`src/rtl/adc_sample_fifo.sv`:
```
// ADC capture FIFO: EOC rising-edge capture into a first-word-fall-through buffer drained by the FIR stage,
// with full feedback, a one-shot level-threshold interrupt and a sticky overrun flag.
module adc_sample_fifo #(
   parameter int DATA_W     = 12,
   parameter int DEPTH      = 16,
   parameter int INT_THRESH = 8
) (
   input  logic                     clk_in,
   input  logic                     rst_in,
   input  logic                     en_in,
   input  logic                     eoc_in,
   input  logic [DATA_W-1:0]        adc_data_in,
   input  logic                     flush_in,
   input  logic                     ovr_clr_in,
   input  logic                     rd_ready_in,
   output logic                     rd_valid_out,
   output logic [DATA_W-1:0]        rd_data_out,
   output logic [$clog2(DEPTH):0]   level_out,
   output logic                     full_out,
   output logic                     int_out,
   output logic                     overrun_out
);

   localparam int AW = $clog2(DEPTH);
   localparam int LW = AW + 1;
   localparam logic [LW-1:0] LVL_FULL = LW'(DEPTH);
   localparam logic [LW-1:0] LVL_THR  = LW'(INT_THRESH);

   typedef enum logic {ST_BELOW, ST_ABOVE} thr_state_t;

   logic [DATA_W-1:0] mem [DEPTH];
   logic [AW-1:0]     wr_ptr;
   logic [AW-1:0]     rd_ptr;
   logic              eoc_d;
   logic              push_req;
   logic              pop;
   logic              push;
   logic              drop;
   logic [LW-1:0]     level_nxt;
   thr_state_t        state;
   thr_state_t        state_nxt;
   logic              int_nxt;

   assign rd_valid_out = (level_out != '0);
   assign full_out     = (level_out == LVL_FULL);
   // Gated so the unreset memory never leaks X onto the port while empty.
   assign rd_data_out  = rd_valid_out ? mem[rd_ptr] : '0;

   assign push_req = en_in & eoc_in & ~eoc_d;
   assign pop      = rd_valid_out & rd_ready_in & ~flush_in;
   assign push     = push_req & (~full_out | pop) & ~flush_in;
   assign drop     = push_req & full_out & ~pop & ~flush_in;

   always_comb begin
      level_nxt = level_out;
      if (flush_in)
         level_nxt = '0;
      else if (push && !pop)
         level_nxt = level_out + LW'(1);
      else if (!push && pop)
         level_nxt = level_out - LW'(1);
   end

   // Threshold tracker looks at the upcoming level so int_out lines up with level_out.
   always_comb begin
      state_nxt = state;
      int_nxt   = 1'b0;
      if (flush_in) begin
         state_nxt = ST_BELOW;
      end else begin
         case (state)
            ST_BELOW: begin
               if (level_nxt >= LVL_THR) begin
                  state_nxt = ST_ABOVE;
                  int_nxt   = 1'b1;
               end
            end
            ST_ABOVE: begin
               if (level_nxt < LVL_THR)
                  state_nxt = ST_BELOW;
            end
            default: state_nxt = ST_BELOW;
         endcase
      end
   end

   always_ff @(posedge clk_in) begin
      if (push)
         mem[wr_ptr] <= adc_data_in;
   end

   always_ff @(posedge clk_in or posedge rst_in) begin
      if (rst_in) begin
         eoc_d       <= 1'b0;
         wr_ptr      <= '0;
         rd_ptr      <= '0;
         level_out   <= '0;
         state       <= ST_BELOW;
         int_out     <= 1'b0;
         overrun_out <= 1'b0;
      end else begin
         eoc_d     <= eoc_in;
         level_out <= level_nxt;
         state     <= state_nxt;
         int_out   <= int_nxt;
         if (flush_in) begin
            wr_ptr <= '0;
            rd_ptr <= '0;
         end else begin
            if (push)
               wr_ptr <= wr_ptr + AW'(1);
            if (pop)
               rd_ptr <= rd_ptr + AW'(1);
         end
         if (drop)
            overrun_out <= 1'b1;
         else if (ovr_clr_in)
            overrun_out <= 1'b0;
      end
   end

endmodule

```
`config.mk`:
```
export PLATFORM = sky130hd
export DESIGN_NAME = adc_sample_fifo
export DESIGN_NICKNAME = d
export VERILOG_FILES = /design/src/rtl/adc_sample_fifo.sv
export SDC_FILE = /design/constraint.sdc
export NUM_CORES = 1
export LEC_CHECK = 0
export ABC_CLOCK_PERIOD_IN_PS = 8150
export CORE_AREA = 2 2 121 123
export DETAILED_ROUTE_END_ITERATION = 7
export DIE_AREA = 0 0 123 125
export MAX_ROUTING_LAYER = met4
export PLACE_DENSITY = 0.79
export SYNTH_ARGS = -nofsm -noshare
export SYNTH_HDL_FRONTEND = slang
export SYNTH_SLANG_ARGS = --single-unit
export TNS_END_PERCENT = 100
```
`constraint.sdc`:
```
create_clock -name clk_in -period 8.15 [get_ports clk_in]
set_input_delay 1.63 -clock clk_in [delete_from_list [all_inputs] [get_ports clk_in]]
set_output_delay 1.63 -clock clk_in [all_outputs]
set_load 0.05 [all_outputs]
```
==> results.py <==
metrics = {
    "setup_path": {
        "crit_path_max_fanout": 51,
        "path_buf_inv": 1,
        "critPathArrivalTime_ps": 3400,
        "cp_cell_sequence": "mux4_2 -> mux2i_1 -> o22ai_1 -> clkdlybuf4s50_1",
        "start_kind": "register",
        "crit_path_end_kind": "output pin",
        "rr_startpoint": "level_out[1]",
        "worstSetupStartpoint": "rd_ptr[0]",
        "slowest_stage": "dfrtp_4",
        "crit_family": "flip-flops",
        "critical_path_class": "register to output pin",
        "required_ps": 6520,
        "r2r_slack_ps": 4930,
        "slowest_delay_ps": 1040,
    },
    "floorplan": {
        "initial_core_util_pct": 58.5,
        "die_w_um": 123,
        "fp.coreArea_um2": 14200,
        "die_y_um": 125,
        "die_area_um2": 15400,
        "num_io_pins": 40,
        "rows": 44,
    },
    "logic_synthesis": {
        "ys_seq_area_share_pct": 74.5,
        "ys_seq_elements": 209,
        "synth_area_per_cell_um2": 19.9,
        "syn-instance-count": 417,
        "syn-num-nets": 444,
        "yosysWarnings": 0,
        "netlist_area_um2": 8320,
        "synth_cell_types": 32,
    },
    "placement": {
        "hpwl_mm": 9.73,
        "place_congestion": 0.781,
        "io_buffer_count": 39,
        "dpl-instance-area_um2": 8870,
    },
    "sta": {
        "finalHoldViolCount": 0,
        "worstMarginPinSlew_ps": 1350,
        "max-slew-margin-rel_pct": 9.55,
        "grt_setup_unrepaired": "false",
        "fmax_mhz": 199,
        "setup_viol": 0,
        "slew_viol_final": 0,
        "fin_setup_tns_ps": 0,
        "layout_min_cycle_time_ps": 5030,
        "period_share_pct": 61.7,
        "finalClockSkew_ps": 17.1,
    },
    "global_routing": {
        "antenna_found_initial": 0,
        "grt_max_degree": 52,
        "grt_pass1_vias": 4159,
        "grt_remaining_overflow": 0,
        "grt_usage_pct": 23.2,
        "grt_pass1_wl_mm": 25.0,
    },
    "cts": {
        "post_cts_buffers": 0,
        "cts_tree": "yes",
        "cts.path.max_buffers": 3,
        "root_buffer": "clkbuf_16",
        "insertion_delay_ps": 480,
        "cts-resized-gates": 0,
        "cts_buffers": 20,
        "htreeDepth": 1,
        "clk_pin_slew_ps": 60,
        "cts_sinks": 209,
        "cts_hold_buf": 0,
    },
    "pwr": {
        "p_seq_share_pct": 43.6,
        "max-vdd-ir-drop_uv": 248,
        "finalPower_mw": 2.94,
        "power_density_nw_per_um2": 309,
        "p_leak_nw": 2.99,
        "p_int_mw": 2.03,
        "power_frac_clock_pct": 29.3,
        "switching_share_pct": 30.8,
        "pwr-share-comb_pct": 27.1,
        "p_sw_mw": 0.906,
    },
    "layout": {
        "utilization_pct": 66.9,
        "nFillCells": 918,
        "antenna_cells": 0,
        "drive_above_1_share_pct": 18.9,
        "final_area_um2": 9500,
        "area_growth_syn_to_layout_pct": 14.2,
        "nets": 485,
    },
    "job": {
        "maxCapViolCount": 0,
    },
    "detailed_routing": {
        "vias_per_cell": 6.21,
        "drc": 0,
        "drt-pass1-iter-count": 5,
        "drt-total-wl_mm": 16.5,
        "drt_iter0_drc": 595,
        "wire_per_inst_um": 25.2,
        "drtAntennaViolNets": 0,
        "vias": 4070,
    },
    "status": {
        "status": "finished, final reports clean",
    },
    "hold_path": {
        "holdCritStartpoint": "state",
        "hold_path.class": "register to register",
    },
}
-- path summary, 6_finish.rpt --
kind	to	depth (start not counted)
max in group asynchronous	rd_ptr[0]	2
worst max-delay path	rd_data_out[11]	4
worst max register to register	mem[6][8]	6
worst min-delay path	int_out	1
worst min register to register	int_out	1
min in group asynchronous	overrun_out	2
-- power groups by stage --
stage	Sequential, mW	Combinational, mW	Clock [mW]
2_1_floorplan	1.27	0.591	0
3_3_place_gp	1.31	0.778	0
3_5_place_dp	1.31	0.789	0
4_1_cts	1.29	0.798	0.872
5_1_grt	1.30	0.830	0.912
6_report	1.28	0.795	0.862
-- cells by family (layout without fill, tap and decap cells) --
family,count (synthesis),after routing,synth area share (%)
flops,209,209,74.5
mux,75,75,16.3
simple gates,58,58,3.43
buf+inv,33,87,1.70
compound gates,26,26,2.12
fa+ha+maj,8,8,1.20
xor+xnor,8,8,0.843
-- per-stage QoR --
stage	setup slack (ps)	hold slack, ps	instances
after floorplan	3900	375	417
after global placement	3450	389	619
after detailed placement	3380	394	619
after CTS	3050	406	654
after global routing	2960	415	655
final	3120	403	655
-- state kept, by name, summed over array words and instances (netlist names) --
register and count:
level_out 5, state 1, int_out 1, mem 192
overrun_out 1, rd_ptr 4, eoc_d 1, wr_ptr 4
-- metal layers --
| layer | share of wire (%) | global-route usage [%] |
|---|---|---|
| met1 | 43 | 34.5 |
| met2 | 49 | 35.1 |
| met3 | 7.1 | 3.42 |
| met4 | 1.4 | 5.35 |
| met5 | 0 | - |
-- cells in the final DEF, fill, tap and decap left out, types with 3 or more instances in the layout --
cell type	count
mux2i_1	27
inv_1	10
a211oi_1	3
edfxtp_1	192
clkdlybuf4s50_1	39
clkinv_1	6
nand2_1	11
a21oi_1	5
nor3_2	4
nor3_1	4
xor2_1	5
o22ai_1	12
dfrtp_1	15
o21ai_0	3
nor2_1	25
xnor2_1	3
clkbuf_16	21
ha_1	8
clkinv_2	3
mux4_2	48
-- cells in the mapped netlist, drive strengths merged --
cell type  instances  area share, %
edfxtp           192             69
mux4              48             13
mux2i             27            3.3
nor2              25            1.1
dfrtp             17            5.1
clkbuf            12           0.54
o22ai             12           0.90
buf               11           0.71
nand2             11           0.50
inv               10           0.45
ha                 8            1.2
nor3               8           0.48
a21oi              5           0.30
xor2               5           0.53
a211oi             3           0.27
o21ai              3           0.18
xnor2              3           0.32
and4bb             2           0.30
nand2b             2           0.15
nand3              2           0.12
nand4              2           0.15
nor2b              2           0.15
a311oi             1           0.11
a31oi              1           0.26
a32oi              1           0.11
and2               1           0.11
nand3b             1          0.090
or2b               1          0.090
or4b               1           0.17
-- area by class of cell --
cell class	instances	area (µm²)	area share [%]
Timing Repair Buffer	42	417	4.39
Tap cell	184	230	2.42
Sequential cell	209	6200	65.2
Clock buffer	23	533	5.61
Multi-Input combinational cell	175	2000	21.1
Clock inverter	12	82.6	0.869
Inverter	10	37.5	0.395
Note: power is estimated with default switching activity, not from simulation.
